### config.mk
export PLATFORM = sky130hd
export DESIGN_NAME = bbox_overlay
export DESIGN_NICKNAME = d
export VERILOG_FILES = /design/src/rtl/overlay_pkg.sv /design/src/rtl/bbox_hit.sv /design/src/rtl/bbox_overlay.sv
export SDC_FILE = /design/constraint.sdc
export NUM_CORES = 2
export LEC_CHECK = 0
export BUFFER_PORTS_ARGS = -buffer_cell sky130_fd_sc_hd__buf_2
export CORE_MARGIN = 4
export CORE_UTILIZATION = 55
export CTS_CLUSTER_SIZE = 12
export DETAILED_ROUTE_END_ITERATION = 6
export PLACE_DENSITY = 0.78
export SYNTH_ARGS = -nofsm -noshare
export SYNTH_HDL_FRONTEND = slang
export SYNTH_SLANG_ARGS = --single-unit
### constraint.sdc
create_clock -name pixelclk -period 43.7 [get_ports pixelclk]
set_input_delay 8.74 -clock pixelclk [delete_from_list [all_inputs] [get_ports pixelclk]]
set_output_delay 8.74 -clock pixelclk [all_outputs]
set_load 0.005 [all_outputs]
### src/rtl/overlay_pkg.sv
`default_nettype none
// +----------------------------------------------------------------------+
// | overlay_pkg: shared defaults, colour constants and width helpers.    |
// | Revision: 1.0                                                        |
// +----------------------------------------------------------------------+
package overlay_pkg;

  localparam int C_DEFAULT_CW = 12;
  localparam int C_DEFAULT_DW = 24;

  localparam logic [23:0] BLACK   = 24'h000000;
  localparam logic [23:0] WHITE   = 24'hffffff;
  localparam logic [23:0] RED     = 24'hff0000;
  localparam logic [23:0] GREEN   = 24'h00ff00;
  localparam logic [23:0] BLUE    = 24'h0000ff;
  localparam logic [23:0] YELLOW  = 24'hffff00;
  localparam logic [23:0] CYAN    = 24'h00ffff;
  localparam logic [23:0] MAGENTA = 24'hff00ff;

  // One spare bit so corner+LINE_W never wraps at the top of the range.
  function automatic int border_width(input int cw);
    return cw + 1;
  endfunction

endpackage
`default_nettype wire

### src/rtl/bbox_hit.sv
`default_nettype none
// +----------------------------------------------------------------------+
// | bbox_hit: combinational border test of one pixel against one box.    |
// | Revision: 1.0                                                        |
// +----------------------------------------------------------------------+
module bbox_hit
  import overlay_pkg::*;
#(
  parameter int CW     = C_DEFAULT_CW,
  parameter int LINE_W = 2
) (
  input  logic [CW-1:0] i_x,
  input  logic [CW-1:0] i_y,
  input  logic [CW-1:0] i_x0,
  input  logic [CW-1:0] i_x1,
  input  logic [CW-1:0] i_y0,
  input  logic [CW-1:0] i_y1,
  input  logic          i_valid,
  output logic          o_hit
);

  localparam int BW = border_width(CW);
  localparam logic [BW-1:0] C_LW = BW'(LINE_W);

  logic [BW-1:0] w_x, w_y, w_x0, w_x1, w_y0, w_y1;
  logic          w_ordered, w_inside, w_border;

  assign w_x  = BW'(i_x);
  assign w_y  = BW'(i_y);
  assign w_x0 = BW'(i_x0);
  assign w_x1 = BW'(i_x1);
  assign w_y0 = BW'(i_y0);
  assign w_y1 = BW'(i_y1);

  assign w_ordered = (w_x0 <= w_x1) && (w_y0 <= w_y1);
  assign w_inside  = (w_x >= w_x0) && (w_x <= w_x1) && (w_y >= w_y0) && (w_y <= w_y1);
  // Adding LINE_W to the pixel side avoids subtracting from small corners.
  assign w_border  = (w_x < w_x0 + C_LW) || (w_x + C_LW > w_x1) ||
                     (w_y < w_y0 + C_LW) || (w_y + C_LW > w_y1);

  assign o_hit = i_valid && w_ordered && w_inside && w_border;

endmodule
`default_nettype wire

### src/rtl/bbox_overlay.sv
`default_nettype none
// +----------------------------------------------------------------------+
// | bbox_overlay: draws up to NUM_BOX coloured outlines on a pixel stream|
// | Revision: 1.0                                                        |
// +----------------------------------------------------------------------+
module bbox_overlay
  import overlay_pkg::*;
#(
  parameter int NUM_BOX = 8,
  parameter int CW      = C_DEFAULT_CW,
  parameter int LINE_W  = 2,
  parameter int DW      = C_DEFAULT_DW
) (
  input  logic                  pixelclk,
  input  logic                  reset,
  input  logic [DW-1:0]         i_rgb,
  input  logic                  i_hsync,
  input  logic                  i_vsync,
  input  logic                  i_de,
  input  logic [NUM_BOX-1:0]    box_valid,
  input  logic [NUM_BOX*CW-1:0] box_x0,
  input  logic [NUM_BOX*CW-1:0] box_x1,
  input  logic [NUM_BOX*CW-1:0] box_y0,
  input  logic [NUM_BOX*CW-1:0] box_y1,
  input  logic [NUM_BOX*DW-1:0] box_color,
  input  logic                  cfg_update,
  output logic [DW-1:0]         o_rgb,
  output logic                  o_hsync,
  output logic                  o_vsync,
  output logic                  o_de,
  output logic [NUM_BOX-1:0]    o_hit
);

  logic                  r_de_d, r_vs_d;
  logic                  w_vs_rise, w_de_fall;
  logic [CW-1:0]         r_x, r_y;

  logic                  r_pending;
  logic [NUM_BOX-1:0]    r_stg_valid, r_act_valid;
  logic [NUM_BOX*CW-1:0] r_stg_x0, r_stg_x1, r_stg_y0, r_stg_y1;
  logic [NUM_BOX*CW-1:0] r_act_x0, r_act_x1, r_act_y0, r_act_y1;
  logic [NUM_BOX*DW-1:0] r_stg_color, r_act_color;

  logic [NUM_BOX-1:0]    w_hit;
  logic [DW-1:0]         r1_rgb;
  logic                  r1_hsync, r1_vsync, r1_de;
  logic [NUM_BOX-1:0]    r1_hit;
  logic [DW-1:0]         w_mux_rgb;

  assign w_vs_rise = i_vsync && !r_vs_d;
  assign w_de_fall = r_de_d && !i_de;

  always_ff @(posedge pixelclk or posedge reset) begin
    if (reset) begin
      r_de_d <= 1'b0;
      r_vs_d <= 1'b0;
      r_x    <= '0;
      r_y    <= '0;
    end else begin
      r_de_d <= i_de;
      r_vs_d <= i_vsync;
      if (w_de_fall)
        r_x <= '0;
      else if (i_de && r_x != '1)
        r_x <= r_x + CW'(1);
      if (w_vs_rise)
        r_y <= '0;
      else if (w_de_fall && r_y != '1)
        r_y <= r_y + CW'(1);
    end
  end

  // A simultaneous cfg_update and frame start bypasses staging entirely.
  always_ff @(posedge pixelclk or posedge reset) begin
    if (reset) begin
      r_pending   <= 1'b0;
      r_stg_valid <= '0;
      r_stg_x0    <= '0;
      r_stg_x1    <= '0;
      r_stg_y0    <= '0;
      r_stg_y1    <= '0;
      r_stg_color <= '0;
      r_act_valid <= '0;
      r_act_x0    <= '0;
      r_act_x1    <= '0;
      r_act_y0    <= '0;
      r_act_y1    <= '0;
      r_act_color <= '0;
    end else if (cfg_update && w_vs_rise) begin
      r_stg_valid <= box_valid;
      r_stg_x0    <= box_x0;
      r_stg_x1    <= box_x1;
      r_stg_y0    <= box_y0;
      r_stg_y1    <= box_y1;
      r_stg_color <= box_color;
      r_act_valid <= box_valid;
      r_act_x0    <= box_x0;
      r_act_x1    <= box_x1;
      r_act_y0    <= box_y0;
      r_act_y1    <= box_y1;
      r_act_color <= box_color;
      r_pending   <= 1'b0;
    end else begin
      if (w_vs_rise && r_pending) begin
        r_act_valid <= r_stg_valid;
        r_act_x0    <= r_stg_x0;
        r_act_x1    <= r_stg_x1;
        r_act_y0    <= r_stg_y0;
        r_act_y1    <= r_stg_y1;
        r_act_color <= r_stg_color;
        r_pending   <= 1'b0;
      end
      if (cfg_update) begin
        r_stg_valid <= box_valid;
        r_stg_x0    <= box_x0;
        r_stg_x1    <= box_x1;
        r_stg_y0    <= box_y0;
        r_stg_y1    <= box_y1;
        r_stg_color <= box_color;
        r_pending   <= 1'b1;
      end
    end
  end

  for (genvar k = 0; k < NUM_BOX; k++) begin : g_box
    bbox_hit #(
      .CW     (CW),
      .LINE_W (LINE_W)
    ) u_hit (
      .i_x     (r_x),
      .i_y     (r_y),
      .i_x0    (r_act_x0[k*CW +: CW]),
      .i_x1    (r_act_x1[k*CW +: CW]),
      .i_y0    (r_act_y0[k*CW +: CW]),
      .i_y1    (r_act_y1[k*CW +: CW]),
      .i_valid (r_act_valid[k]),
      .o_hit   (w_hit[k])
    );
  end

  // Scan downwards so the lowest-index hitting box has the final say.
  always_comb begin
    w_mux_rgb = r1_rgb;
    for (int k = NUM_BOX - 1; k >= 0; k--) begin
      if (r1_hit[k])
        w_mux_rgb = r_act_color[k*DW +: DW];
    end
  end

  always_ff @(posedge pixelclk or posedge reset) begin
    if (reset) begin
      r1_rgb   <= '0;
      r1_hsync <= 1'b0;
      r1_vsync <= 1'b0;
      r1_de    <= 1'b0;
      r1_hit   <= '0;
      o_rgb    <= '0;
      o_hsync  <= 1'b0;
      o_vsync  <= 1'b0;
      o_de     <= 1'b0;
      o_hit    <= '0;
    end else begin
      r1_rgb   <= i_rgb;
      r1_hsync <= i_hsync;
      r1_vsync <= i_vsync;
      r1_de    <= i_de;
      r1_hit   <= i_de ? w_hit : '0;
      o_rgb    <= w_mux_rgb;
      o_hsync  <= r1_hsync;
      o_vsync  <= r1_vsync;
      o_de     <= r1_de;
      o_hit    <= r1_hit;
    end
  end

endmodule
`default_nettype wire

; ---- After elaboration in Yosys (flattened, before gate mapping)
; Cells that the tools add are included.
[op_classes]
n_eq_ne = 2
n_reduce_logical = 93
magnitude_cmp = 80
add_sub_neg = 20
muxes = 40
[op_table]
columns = op, count
row1 = 96-bit two-way mux, 16
row2 = 192-bit two-way mux, 4
row3 = 12-bit <= comparator, 32
row4 = "12-bit by 2-bit adder with 13-bit output, second input constant", 18
row5 = 13-bit by 12-bit greater-than comparator with 1-bit output, 16
row6 = 12-bit by 13-bit < comparator with 1-bit output, 16
row7 = 12-bit >= comparator, 16
row8 = 24-bit two-way mux, 8
row9 = 1-bit logical AND, 62
row10 = 12-bit two-way mux, 4
row11 = 8-bit two-way mux, 5
row12 = "12-bit by 1-bit adder with 12-bit output, second input constant", 2
row13 = 1-bit logical OR, 24
row14 = "12-bit != test, second input constant", 2
row15 = 2-bit nonzero test, 4
row16 = 1-bit two-way mux, 3
row17 = 3-bit nonzero test, 1
row18 = 1-bit zero test, 2
[word_totals]
input_bits = 614
output_inout_bits = 35
register_bits = 1263

; ---- Longest topological paths before layout
[depth]
ltp_word = 8
depth_mapped = 14
depth_no_buf = 13

; ---- By module
; A second synthesis with hierarchy kept.
[hier_totals]
hier_cells = 6457
hier_area_um2 = 74435.1
[by_module_without_submodules]
columns = module, cells_each, area_each_um2, n_inst
row1 = bbox_overlay, 3037, 47785.8, 1
row2 = bbox_hit (g_box[3].u_hit ...), 432, 3340.7, 4
row3 = bbox_hit (g_box[0].u_hit ...), 421, 3303.2, 3
row4 = bbox_hit (g_box[2].u_hit), 429, 3377.0, 1

; ---- Worst setup path before layout
; Ideal clock, no wire load.
[synth_timing]
path_type = input-to-reg
start = input cfg_update
end = register r_act_color[102]
cell_stages = 5
setup_ns = 0.125
path_slack_ns = 33.446
n_path_buf = 3
required_time_ns = 43.575
t_arrival_ns = 10.129
path_cell_list = buf_2 clkbuf_1 clkbuf_1 mux2_2 mux2_2
[synth_between]
elab_chain_len = 2
elab_cells_between_ends = 3
cone_classes = mux (1) / reduce/logical (2)
[synth_rtl]
columns = item, line_no
row1 = start: declaration, bbox_overlay.sv:26  ; input logic cfg_update,
row2 = 1-bit logical AND (*), bbox_overlay.sv:89  ; end else if (cfg_update && w_vs_rise) begin
row3 = 192-bit two-way mux / 2-bit nonzero test (equally long branches), -
row4 = end signal: assignment, bbox_overlay.sv:101  ; r_act_color <= box_color;
row5 = end signal: assignment, bbox_overlay.sv:110  ; r_act_color <= r_stg_color;
row6 = end: declaration, bbox_overlay.sv:42  ; logic [NUM_BOX*DW-1:0] r_stg_color, r_act_color;
; Mark *: on every way between the ends. The rest lies on a longest branch, timed or not.
; A chain may end at the register's enable or synchronous reset.

==> summary.md <==
| Metric | Value |
|---|---|
| Syn avg cell area | 11.8 um^2 |
| Share of layout cells above drive strength 1 | about a third |
| Total number of vias | about 52000 |
| Setup violators final | 0 |
| Width of the chip | about 370 um |
| First-pass GRT wire length | about 310 mm |
| CTS tree | yes |
| Tcrit/Tclk final | between 30 and 40% |
| Worst hold path type | register to register |
| CP peak stage delay | between 0.9 and 1 ns |
| FF/Latch Area | between 0.03 and 0.04 mm^2 |
| Synth Warn # | 0 |
| Iter 0 DRT Violations | just over 4000 |
| Pin count of the biggest net entering global routing | 190 |
| Total CTS buffers | ~140 |
| Drt first pass iters | 6 |
| Fmax | between 0.07 and 0.08 GHz |
| Synth top area share | 44.0% |
| Setup tns final | 0 ns |
| Placed instance area | just under 0.08 mm^2 |
| Hold_buf cts | 0 |
| Postcts setup bufs | 0 |
| Final #Nets | 8329 |
| WS Path Type | primary input to asynchronous set/reset pin |
| Worst setup EP type | asynchronous set/reset pin |
| Port Buffers | roughly 650 |
| Reg clk slew, reported paths | ~0.06 ns |
| Post-Synth Simple-Gate Area | about 6.4% |
| Worst slew pin tran | roughly 1.2 ns |
| I/O pin total | ~650 |
| Final Power | around 0.0036 W |
| WL/cell | approximately 23 um |
| DP HPWL | ~150 mm |
| Critical path buffers and inverters | 8 |
| Dpl ws | approximately 30 ns |
| CTS max path bufs | 3 |
| Drt total wl | ~200 mm |
| CTS root buf | clkbuf_16 |
| RSZ-0062 raised after global routing | false |
| Rel. slew slack | a little under a fifth |
| Leak | approximately 39 nW |
| Clock latency on the worst-skew pair | about 0.8 ns |
| Max layer used | met5 |
| XOR/XNOR Fraction of Synth Area | ~2.1% |
| Pwr dens | about 44 mW/mm^2 |
| Met2 Routed Length | a little over 90 mm |
| Area grow syn2layout | 13.8% |
| Outcome | complete, no violations |
| Synth Instances | between 6000 and 7000 |
| CTS resizes | 0 |
| Synth Net Count | approximately 7600 |
| Fin crit period | about 13 ns |
| Fin. Hold Viols | 0 |
| Yosys cell types | around 80 |
| Mux cell area share after synthesis | roughly a fifth |
| Worst path top cell family by delay | buffers and inverters |
| CP Launch Type | primary input |
| Compound-cell area share of the yosys netlist | approximately 8.4% |
| Drt drc | 0 |
| GRT overflow | 0 |
| Max Slew Vio Count | 0 |
| Synth Area in Adders | between 10% and 20% |
| Clk sinks | between 1000 and 1500 |
| WL met1 | around 84 mm |
| Vias in the first global route | 53159 |
| Die Y | ~370 um |
| Tot GR Track Use | 29.2% |
| H-tree depth | 4 |
| Largest family of logic cells by synthesized area | multiplexers |
| Seq/Total Area, Yosys | between 40% and 50% |
| Worst IR drop on VDD | 39.3 uV |
| Vias per Instance | approximately 6 |
| Crit path DAT | about 14 ns |
| FP Rows | between 100 and 150 |
| # fillers | between 10000 and 15000 |
| Met3 WL | between 15 and 20 mm |
| Post-synthesis register bit count | ~1300 |
| Slowest-stage cell, CP | buf_4 |
| Synth Cell Area | approximately 0.072 mm^2 |
| Max Clock Skew | ~0.018 ns |
| Worst path most repeated cell | buf_4 |
| Async SR Flop Fraction | 100% |
| DRT antenna net count | 0 |
| Top FF cell, synth | dfrtp_1 |
| Final worst slack | 30.21 ns |
| Max-cap viol count | 0 |
| Core area | approximately 0.13 mm^2 |
| Starting density of the core | 55.4% |
| Worst path cell trace | buf_2, clkinvlp_4, buf_4, buf_4, buf_4, buf_4, buf_4, buf_4 |
| Synth area leaders | dfrtp_1 44%, mux2_2 19%, ha_1 17% |
| Final GP Congestion | roughly 0.9 |
| CP required | around 44 ns |
| Post-synth EDFFs | 0 |
| Initial antenna violation count | 36 |
| Area of the multi-input gates | between 0.03 and 0.04 mm^2 |
| Top cell type by total area after synthesis | dfrtp_1 |
| Post-route design area | around 0.082 mm^2 |
| CP max FO | 90 |
| DIE AREA | approximately 0.14 mm^2 |
per-stage QoR:
stage	std cells	hold slack (ns)	util, %
floorplan	6075	0.331	-
global placement	8370	0.339	59.7
detailed placement	8370	0.343	59.7
CTS	8594	0.362	63.1
global route	8596	0.374	63.1
finish	8604	0.358	63.1
cells in the final DEF, fill, tap and decap left out, drive strengths merged, types with 9 or more instances in the layout:
master	netlist	routed
buf	85	725
a211o	12	12
mux2	1192	1192
nand2	184	184
o211ai	42	42
clkinv	0	22
a211oi	48	48
a21oi	328	328
a221o	13	13
xnor2	155	155
o21a	23	23
nand3	182	182
nor2	132	132
o21bai	17	17
nor3	78	78
a221oi	33	33
o2111ai	11	11
dfrtp	1263	1263
and3	13	13
o31ai	9	9
inv	453	458
mux2i	26	26
ha	948	948
a21o	105	105
clkbuf	87	185
or3	13	13
diode	0	10
a31oi	14	14
a2111oi	31	31
nor2b	49	49
o21ai	217	217
nor4	29	29
nand4	142	142
nand2b	33	33
xor2	20	20
registers in the layout, indices dropped and copies added, names as in the netlist, 8 cells and up:
register / cells
r_act_color: 192
r_stg_color: 192
r_act_x0: 96
r_act_x1: 96
r_act_y0: 96
r_act_y1: 96
r_stg_x0: 96
r_stg_x1: 96
r_stg_y0: 96
r_stg_y1: 96
o_rgb: 24
r1_rgb: 24
r_x: 12
r_y: 12
o_hit: 8
r1_hit: 8
r_act_valid: 8
r_stg_valid: 8
worst register-to-register path: stages, from the launching register on:
cell       delay, ns
dfrtp_2         0.52
buf_4           0.52
and3_1          0.29
nand3_1         0.21
nor2_1          0.35
nand3_1         0.21
xnor2_2         0.42
buf_4           0.32
ha_1            0.18
nand3_1         0.14
nor4_1          0.21
buf_4           0.21
nor3_1          0.05
o21ai_0         0.32
nand3b_1        0.17
a2111oi_1       0.93
nor4b_1         0.22
path summary, 6_finish.rpt:
kind | start | endpoint | slack, ns | cells past startpoint
hold / removal | r1_hsync | o_hsync | 0.36 | 0
max in group pixelclk | cfg_update | r_act_y1[41] | 31.86 | 6
min in group asynchronous | reset | r_stg_color[157] | 8.16 | 2
setup / recovery | reset | r_stg_x0[66] | 30.21 | 8
setup reg to reg | r_y[3] | r1_hit[3] | 38.25 | 16
hold reg to reg | r1_hsync | o_hsync | 0.36 | 0
logic make-up (layout without fill, tap and decap cells):
family,after synthesis,count (layout)
adder cells (fa/ha/maj),948,948
multiplexers,1218,1218
flip-flops,1263,1263
buffers and inverters,625,1402
XOR/XNOR,175,175
AO/OA/AOI/OAI,956,956
other,0,10
AND/OR/NAND/NOR,890,890
cell usage after synthesis, drive strengths merged, types with 4 or more instances:
master / count
and4: 6
a221o: 13
a22oi: 7
xor2: 20
nand3: 182
o21bai: 17
buf: 85
a2111oi: 31
a211o: 12
dfrtp: 1263
nor2: 132
nor2b: 49
o211ai: 42
nand4b: 4
xnor2: 155
a221oi: 33
inv: 453
nor4: 29
a31oi: 14
or4: 6
a21boi: 5
and3: 13
o2111ai: 11
o21ba: 5
a41oi: 4
a21o: 105
mux2: 1192
o22ai: 8
o31ai: 9
nand4: 142
o21ai: 217
nor3: 78
mux2i: 26
nor3b: 5
ha: 948
a21oi: 328
or3: 13
and2: 4
nand2b: 33
nand2: 184
clkbuf: 87
a211oi: 48
o21a: 23
routing by layer:
layer  track usage [%]  vias to the layer above
met5                 0                        -
met4              12.3                       22
met3              6.28                      499
met2              47.2                     1850
met1              38.3                    25735
li1                  -                    23513
cell type report:
type	count	area share, %
clock buffers	185	4.70
multi-input cells	4187	46.3
diodes	10	0.0306
repair buffers	725	4.77
inverters	453	2.09
flip-flops and latches	1263	38.7
clock inverters	39	0.683
well taps	1742	2.67
power breakdown:
group          internal, W  total, W  switching (W)  leakage [nW]
Combinational     0.000450  0.000982       0.000532          22.2
Sequential         0.00135   0.00150       0.000144          14.9
Clock             0.000646   0.00114       0.000490          2.12
Total              0.00245   0.00362        0.00117          39.2
(Power assumes the default switching activity.)
